<file path="config.mk">
export PLATFORM = sky130hd
export DESIGN_NAME = qpsk_tx_mapper_flat
export DESIGN_NICKNAME = d
export VERILOG_FILES = /design/src/rtl/qpsk_pkg.sv /design/src/rtl/qpsk_tx_mapper_if.sv /design/src/rtl/qpsk_bit_pairer.sv /design/src/rtl/qpsk_tx_mapper.sv /design/src/flat_wrapper.sv
export SDC_FILE = /design/constraint.sdc
export NUM_CORES = 1
export LEC_CHECK = 0
export ABC_AREA = 1
export BUFFER_PORTS_ARGS = -buffer_cell sky130_fd_sc_hd__buf_2
export CAP_MARGIN = 20
export CORE_MARGIN = 2
export CORE_UTILIZATION = 40
export DETAILED_ROUTE_END_ITERATION = 12
export GPL_ROUTABILITY_DRIVEN = 0
export PLACE_DENSITY = 0.69
export SYNTH_ARGS = -nofsm -noshare
export SYNTH_HDL_FRONTEND = slang
export SYNTH_HIERARCHICAL = 1
export SYNTH_SLANG_ARGS = --single-unit
</file>
<file path="constraint.sdc">
create_clock -name clk -period 3.8 [get_ports clk]
set_clock_uncertainty 0.1 [all_clocks]
set_input_delay 0.76 -clock clk [delete_from_list [all_inputs] [get_ports clk]]
set_output_delay 0.76 -clock clk [all_outputs]
set_load 0.01 [all_outputs]
</file>
<file path="src/rtl/qpsk_pkg.sv">
// Shared defaults, FSM state encoding and bit-to-level mapping for the QPSK transmit mapper.
package qpsk_pkg;

   localparam int DW_DEF  = 20;
   localparam int SPS_DEF = 100;
   localparam int AMP_DEF = 131071;

   typedef enum logic [1:0] {
      ST_IDLE = 2'd0,
      ST_PRE  = 2'd1,
      ST_RUN  = 2'd2
   } state_t;

   // Bit 1 maps to the positive level so a sign slicer at the receiver recovers the bit.
   function automatic logic signed [31:0] map_level(input logic b, input int amp);
      return b ? 32'(amp) : -32'(amp);
   endfunction

endpackage

</file>
<file path="src/rtl/qpsk_tx_mapper_if.sv">
// Serial bit-stream valid/ready handshake feeding the QPSK transmit mapper.
interface qpsk_tx_mapper_if;

   logic bit_in;
   logic bit_valid;
   logic bit_ready;

   modport master (output bit_in, output bit_valid, input bit_ready);
   modport slave  (input bit_in, input bit_valid, output bit_ready);

endinterface

</file>
<file path="src/rtl/qpsk_bit_pairer.sv">
// Collects serial bits into (I,Q) pairs; holds one complete pair until the FSM consumes it.
module qpsk_bit_pairer (
   input  logic clk,
   input  logic rst_n,
   input  logic bit_in,
   input  logic bit_valid,
   input  logic consume,
   output logic bit_ready,
   output logic pend_i,
   output logic pend_q,
   output logic pend_full
);

   logic phase;
   logic xfer;

   assign bit_ready = ~pend_full;
   assign xfer      = bit_valid && bit_ready;

   // consume only happens while full and xfer only while not full, so they never coincide
   always_ff @(posedge clk or negedge rst_n) begin
      if (!rst_n) begin
         phase     <= 1'b0;
         pend_i    <= 1'b0;
         pend_q    <= 1'b0;
         pend_full <= 1'b0;
      end else begin
         if (consume) begin
            pend_full <= 1'b0;
         end
         if (xfer) begin
            if (!phase) begin
               pend_i <= bit_in;
               phase  <= 1'b1;
            end else begin
               pend_q    <= bit_in;
               pend_full <= 1'b1;
               phase     <= 1'b0;
            end
         end
      end
   end

endmodule

</file>
<file path="src/rtl/qpsk_tx_mapper.sv">
// QPSK symbol mapper and rectangular upsampler (SPS samples per symbol).
// Optional preamble of alternating symbols enabled by defining QPSK_TX_PREAMBLE_EN.
module qpsk_tx_mapper
   import qpsk_pkg::*;
#(
   parameter int DW  = DW_DEF,
   parameter int SPS = SPS_DEF,
   parameter int AMP = AMP_DEF
`ifdef QPSK_TX_PREAMBLE_EN
   ,
   parameter int PRE_SYMS = 32
`endif
) (
   input  logic                 clk,
   input  logic                 rst_n,
   input  logic                 tx_en,
   qpsk_tx_mapper_if.slave      bus,
   output logic signed [DW-1:0] tx_I,
   output logic signed [DW-1:0] tx_Q,
   output logic                 sym_flag,
   output logic                 busy,
   output logic                 underrun
);

   localparam int CW = $clog2(SPS);

   state_t               state, state_nxt;
   logic [CW-1:0]        samp_cnt, cnt_nxt;
   logic signed [DW-1:0] i_nxt, q_nxt;
   logic                 flag_nxt, und_nxt;
   logic                 consume, do_load, do_stop, at_end;
   logic                 pend_i, pend_q, pend_full;
   logic signed [DW-1:0] lvl_i, lvl_q;

   qpsk_bit_pairer u_pairer (
      .clk       (clk),
      .rst_n     (rst_n),
      .bit_in    (bus.bit_in),
      .bit_valid (bus.bit_valid),
      .consume   (consume),
      .bit_ready (bus.bit_ready),
      .pend_i    (pend_i),
      .pend_q    (pend_q),
      .pend_full (pend_full)
   );

   assign lvl_i  = DW'(map_level(pend_i, AMP));
   assign lvl_q  = DW'(map_level(pend_q, AMP));
   assign at_end = (samp_cnt == CW'(SPS - 1));
   assign busy   = (state != ST_IDLE);

`ifdef QPSK_TX_PREAMBLE_EN
   localparam int PW = $clog2(PRE_SYMS + 1);

   // pre_cnt counts preamble symbols already started; even index is the + symbol
   logic [PW-1:0]        pre_cnt, pre_nxt;
   logic signed [DW-1:0] lvl_pre;

   assign lvl_pre = DW'(map_level(~pre_cnt[0], AMP));

   always_ff @(posedge clk or negedge rst_n) begin
      if (!rst_n) pre_cnt <= '0;
      else        pre_cnt <= pre_nxt;
   end
`endif

   always_comb begin
      state_nxt = state;
      cnt_nxt   = samp_cnt;
      i_nxt     = tx_I;
      q_nxt     = tx_Q;
      flag_nxt  = 1'b0;
      und_nxt   = 1'b0;
      consume   = 1'b0;
      do_load   = 1'b0;
      do_stop   = 1'b0;
`ifdef QPSK_TX_PREAMBLE_EN
      pre_nxt   = pre_cnt;
`endif
      case (state)
         ST_IDLE: begin
            i_nxt   = '0;
            q_nxt   = '0;
            cnt_nxt = '0;
`ifdef QPSK_TX_PREAMBLE_EN
            if (tx_en) begin
               state_nxt = ST_PRE;
               i_nxt     = DW'(map_level(1'b1, AMP));
               q_nxt     = DW'(map_level(1'b1, AMP));
               flag_nxt  = 1'b1;
               pre_nxt   = PW'(1);
            end
`else
            if (tx_en && pend_full) do_load = 1'b1;
`endif
         end
`ifdef QPSK_TX_PREAMBLE_EN
         ST_PRE: begin
            if (!at_end) begin
               cnt_nxt = samp_cnt + CW'(1);
            end else if (!tx_en) begin
               do_stop = 1'b1;
            end else if (pre_cnt == PW'(PRE_SYMS)) begin
               if (pend_full) do_load = 1'b1;
               else           do_stop = 1'b1;
            end else begin
               cnt_nxt  = '0;
               i_nxt    = lvl_pre;
               q_nxt    = lvl_pre;
               flag_nxt = 1'b1;
               pre_nxt  = pre_cnt + PW'(1);
            end
         end
`endif
         ST_RUN: begin
            if (!at_end)                 cnt_nxt = samp_cnt + CW'(1);
            else if (tx_en && pend_full) do_load = 1'b1;
            else                         do_stop = 1'b1;
         end
         default: begin
            do_stop = 1'b1;
         end
      endcase

      // Symbol boundary actions shared by IDLE start, RUN and the end of the preamble
      if (do_load) begin
         state_nxt = ST_RUN;
         cnt_nxt   = '0;
         i_nxt     = lvl_i;
         q_nxt     = lvl_q;
         flag_nxt  = 1'b1;
         consume   = 1'b1;
      end
      if (do_stop) begin
         state_nxt = ST_IDLE;
         cnt_nxt   = '0;
         i_nxt     = '0;
         q_nxt     = '0;
         und_nxt   = tx_en;
      end
   end

   always_ff @(posedge clk or negedge rst_n) begin
      if (!rst_n) begin
         state    <= ST_IDLE;
         samp_cnt <= '0;
         tx_I     <= '0;
         tx_Q     <= '0;
         sym_flag <= 1'b0;
         underrun <= 1'b0;
      end else begin
         state    <= state_nxt;
         samp_cnt <= cnt_nxt;
         tx_I     <= i_nxt;
         tx_Q     <= q_nxt;
         sym_flag <= flag_nxt;
         underrun <= und_nxt;
      end
   end

endmodule

</file>
<file path="src/flat_wrapper.sv">
// flat-port wrapper written by rule: the top's interface ports become plain ports
module qpsk_tx_mapper_flat import qpsk_pkg::*;
#(
   parameter int DW  = DW_DEF,
   parameter int SPS = SPS_DEF,
   parameter int AMP = AMP_DEF

)
  (clk, rst_n, tx_en, tx_I, tx_Q, sym_flag, busy, underrun, bus_bit_in, bus_bit_valid, bus_bit_ready);
  qpsk_tx_mapper_if bus_i ();
  input  logic clk;
  input  logic rst_n;
  input  logic tx_en;
  output logic signed [DW-1:0] tx_I;
  output logic signed [DW-1:0] tx_Q;
  output logic sym_flag;
  output logic busy;
  output logic underrun;
  input wire logic [$bits(bus_i.bit_in)-1:0] bus_bit_in;
  input wire logic [$bits(bus_i.bit_valid)-1:0] bus_bit_valid;
  output wire logic [$bits(bus_i.bit_ready)-1:0] bus_bit_ready;
  assign bus_i.bit_in = bus_bit_in;
  assign bus_i.bit_valid = bus_bit_valid;
  assign bus_bit_ready = bus_i.bit_ready;
  qpsk_tx_mapper #(.DW(DW), .SPS(SPS), .AMP(AMP)) u_core (.clk(clk), .rst_n(rst_n), .tx_en(tx_en), .bus(bus_i), .tx_I(tx_I), .tx_Q(tx_Q), .sym_flag(sym_flag), .busy(busy), .underrun(underrun));
endmodule
</file>
==> results.py <==
metrics = {
    "status": {
        "result_of_the_run": "finished, final reports clean",
    },
    "drt": {
        "via_count": 777,
        "drc": 0,
        "detailedRoute.firstPassIterationCount": 4,
        "viasPerCell": 4.49,
        "final_antenna_net_count": 0,
        "drt_wl_total_mm": 1.77,
        "met3_length_um": 112,
        "highest-signal-layer": "met4",
        "wl_per_cell_um": 10.2,
        "drt_iter0_drc": 29,
        "met2_wirelength_um": 818,
        "wirelength_met1_um": 804,
    },
    "critical_path": {
        "worstPathBufferInverterCount": 1,
        "timing.critical_path.arrival_ns": 1.08,
        "critPathRequiredTime_ns": 2.94,
        "cpLargestDelayFamily": "flip-flops",
        "worstSetupStartpoint": "u_core/state[1]$_DFFE_PN0P_",
        "worstSetupStartpointType": "flip-flop",
        "critPathMaxStageDelay_ns": 0.59,
        "rr_startpoint": "u_core/samp_cnt[0]$_DFFE_PN0P_",
        "slowest_stage": "sky130_fd_sc_hd__dfrtp_1",
        "timing.critical_path.fanout_max": 11,
        "end_kind": "output pin",
        "critical_path.cell_chain": "buf_2",
        "critical_path_class": "reg2out",
    },
    "timing": {
        "timing.final.crit_share_pct": 51.1,
        "worst_pin_slew_ns": 0.412,
        "max_clock_freq_ghz": 0.515,
        "finalSetupTns_ns": 0,
        "timing.final.ws_setup_ns": 1.86,
        "timing.final.setup_violations": 0,
        "timing.max_slew.rel_slack_pct": 72.5,
        "report.final.slew_viol_count": 0,
        "fin_worst_hold_slack_ns": 0.292,
        "finalHoldViolCount": 0,
        "grt_setup_unrepaired": "false",
        "final.min_clock_period_ns": 1.94,
    },
    "layout": {
        "diodes": 0,
        "fin_area_um2": 1140,
        "areaGrowthSynthToFinish_pct": 2.59,
        "drive_above_1_share_pct": 41.5,
        "layoutNonFillerInstCount": 173,
        "design.final.nets": 149,
    },
    "global_routing": {
        "grt_start_max_net_pins": 20,
        "first_global_vias": 668,
        "global_route.usage.total_pct": 12.1,
        "grt_pass1_wl_mm": 3.00,
        "grt_antenna_before_repair": 0,
        "grt_overflow_total": 0,
    },
    "die": {
        "core_area_um2": 2690,
        "fp.dieW_um": 56.7,
        "ioPinCount": 49,
        "floorplan.initialDensity_pct": 41.4,
        "die-height_um": 56.7,
        "placementRows": 19,
        "die_area_um2": 3220,
    },
    "synth": {
        "number_of_instances_in_the_synthesized_netlist": 126,
        "netlist-cell-type-count": 20,
        "yosysSeqAreaShare_pct": 42.8,
        "synth_fp_nets": 132,
        "synth-seq-cells": 19,
        "synth_top_area_share_pct": 42.8,
        "yosysWarningCount": 6,
        "avgSynthCellArea_um2": 8.82,
        "post_synth_main_area_contributors": "sky130_fd_sc_hd__dfrtp_1, sky130_fd_sc_hd__buf_4, sky130_fd_sc_hd__nand3_1, sky130_fd_sc_hd__nand2_1, sky130_fd_sc_hd__nor2_1",
        "area_of_the_mapped_netlist_um2": 1110,
        "netlist.top_cell.by_area": "sky130_fd_sc_hd__dfrtp_1",
    },
    "clock_tree": {
        "cts_root_buffer": "sky130_fd_sc_hd__clkbuf_4",
        "clkLatencyLatePin_ns": 0.28,
        "ctsResizeCount": 0,
        "worst_setup_hold_path_clk_slew_ns": 0.09,
        "htree_num_levels": 1,
        "cts_tree": "done",
        "clock_tree.buffer_depth": 2,
        "cts_made_buffers": 3,
        "cts_stage_hold_buffer_count": 0,
        "cts_setup_buffers": 0,
        "number_of_sinks_on_the_clock_net": 19,
    },
    "power": {
        "netSwitchingPower_uw": 59.2,
        "power.leakage_nw": 0.550,
        "power.share.clock_pct": 30.8,
        "p_seq_share_pct": 66.5,
        "power_density_nw_per_um2": 266,
        "ir_drop_mv": 0.158,
        "swShare_pct": 19.5,
        "intPower_uw": 245,
        "power.combinational.fraction_pct": 2.7,
    },
    "placed_design": {
        "io_buffer_count": 48,
        "dp_hpwl_mm": 1.38,
        "inst_count_dp": 169,
        "post-place-ws_ns": 2.17,
        "placed_area_um2": 1110,
    },
    "worst_hold_path": {
        "worstHoldPathType": "in2async",
    },
    "flow_run": {
        "max_cap_violations": 0,
    },
}
## sequential cells by signal, indices dropped and copies added (netlist names)
signal                     flops
u_core/samp_cnt                7
u_core/u_pairer/phase          1
u_core/state                   1
u_core/tx_Q                    2
u_core/u_pairer/pend_full      1
u_core/u_pairer/pend_q         1
u_core/underrun                1
u_core/u_pairer/pend_i         1
u_core/tx_I                    3
u_core/sym_flag                1
## metrics by stage
step / total power, mW / util, %
6_report: 0.304 / 42.4
5_1_grt: 0.323 / 42.4
4_1_cts: 0.311 / 42.4
3_5_place_dp: 0.215 / 41.5
3_3_place_gp: 0.214 / 41.5
2_1_floorplan: 0.207 / -
## final cells by class
cell class,instances,area (µm²)
Inverter,10,37.5
Multi-Input combinational cell,61,322
Tap cell,31,38.8
Sequential cell,19,475
Timing Repair Buffer,48,240
Clock buffer,4,26.3
Fill cell,265,1550
## path summary, 6_finish.rpt
kind / endpoint / slack, ns / cells after the start
setup / recovery: busy / 1.86 / 1
setup reg to reg: u_core/u_pairer/pend_full$_DFF_PN0_ / 2.23 / 8
max in group asynchronous: u_core/state[1]$_DFFE_PN0P_ / 3.01 / 1
hold / removal: u_core/u_pairer/pend_full$_DFF_PN0_ / 0.29 / 1
min in group clk: u_core/samp_cnt[0]$_DFFE_PN0P_ / 0.41 / 1
hold reg to reg: u_core/samp_cnt[0]$_DFFE_PN0P_ / 0.41 / 1
## cells in the final DEF, fill, tap and decap left out
| cell type | netlist | final |
|---|---|---|
| sky130_fd_sc_hd__nand3_1 | 16 | 16 |
| sky130_fd_sc_hd__o21ai_0 | 1 | 1 |
| sky130_fd_sc_hd__nor2_2 | 1 | 1 |
| sky130_fd_sc_hd__nor2_1 | 11 | 11 |
| sky130_fd_sc_hd__inv_1 | 8 | 8 |
| sky130_fd_sc_hd__nand2_4 | 1 | 1 |
| sky130_fd_sc_hd__ha_1 | 1 | 1 |
| sky130_fd_sc_hd__a21oi_1 | 2 | 2 |
| sky130_fd_sc_hd__nor2_4 | 1 | 1 |
| sky130_fd_sc_hd__dfrtp_1 | 19 | 19 |
| sky130_fd_sc_hd__inv_2 | 2 | 2 |
| sky130_fd_sc_hd__buf_2 | 0 | 48 |
| sky130_fd_sc_hd__xnor2_1 | 2 | 2 |
| sky130_fd_sc_hd__nand2_2 | 1 | 1 |
| sky130_fd_sc_hd__nand3_2 | 1 | 1 |
| sky130_fd_sc_hd__nand4_1 | 2 | 2 |
| sky130_fd_sc_hd__clkbuf_4 | 0 | 3 |
| sky130_fd_sc_hd__nand3_4 | 1 | 1 |
| sky130_fd_sc_hd__xor2_1 | 1 | 1 |
| sky130_fd_sc_hd__clkbuf_1 | 0 | 1 |
| sky130_fd_sc_hd__nand2_1 | 19 | 19 |
## Yosys cell counts
cell type                  number
sky130_fd_sc_hd__nand2_2        1
sky130_fd_sc_hd__ha_1           1
sky130_fd_sc_hd__nor2_4         1
sky130_fd_sc_hd__xnor2_1        2
sky130_fd_sc_hd__nand4_1        2
sky130_fd_sc_hd__nand3_4        1
sky130_fd_sc_hd__buf_4         35
sky130_fd_sc_hd__o21ai_0        1
sky130_fd_sc_hd__nor2_1        11
sky130_fd_sc_hd__inv_1          8
sky130_fd_sc_hd__nand2_4        1
sky130_fd_sc_hd__nand3_1       16
sky130_fd_sc_hd__nand2_1       19
sky130_fd_sc_hd__clkbuf_8       1
sky130_fd_sc_hd__xor2_1         1
sky130_fd_sc_hd__inv_2          2
sky130_fd_sc_hd__nand3_2        1
sky130_fd_sc_hd__a21oi_1        2
sky130_fd_sc_hd__nor2_2         1
sky130_fd_sc_hd__dfrtp_1       19
## cell families after synthesis
logic type	Yosys count	share of synthesized area, %
xor+xnor	3	2.37
simple gates	54	24.1
compound gates	3	1.35
buf+inv	46	28.3
fa+ha+maj	1	1.13
flops	19	42.8
## power by group through the flow
stage	Clock (mW)	Combinational [mW]	Sequential (mW)
3_5_place_dp	0	0.00864	0.206
5_1_grt	0.111	0.00984	0.202
2_1_floorplan	0	0.00139	0.206
4_1_cts	0.100	0.00862	0.202
6_report	0.0936	0.00810	0.202
3_3_place_gp	0	0.00834	0.206
## layer usage
layer	vias to the layer above	global-route usage [%]
li1	395	-
met1	349	16.0
met2	29	18.4
met3	4	2.07
met4	0	7.14
met5	-	0
No activity file was read; power rests on OpenSTA's default activity.
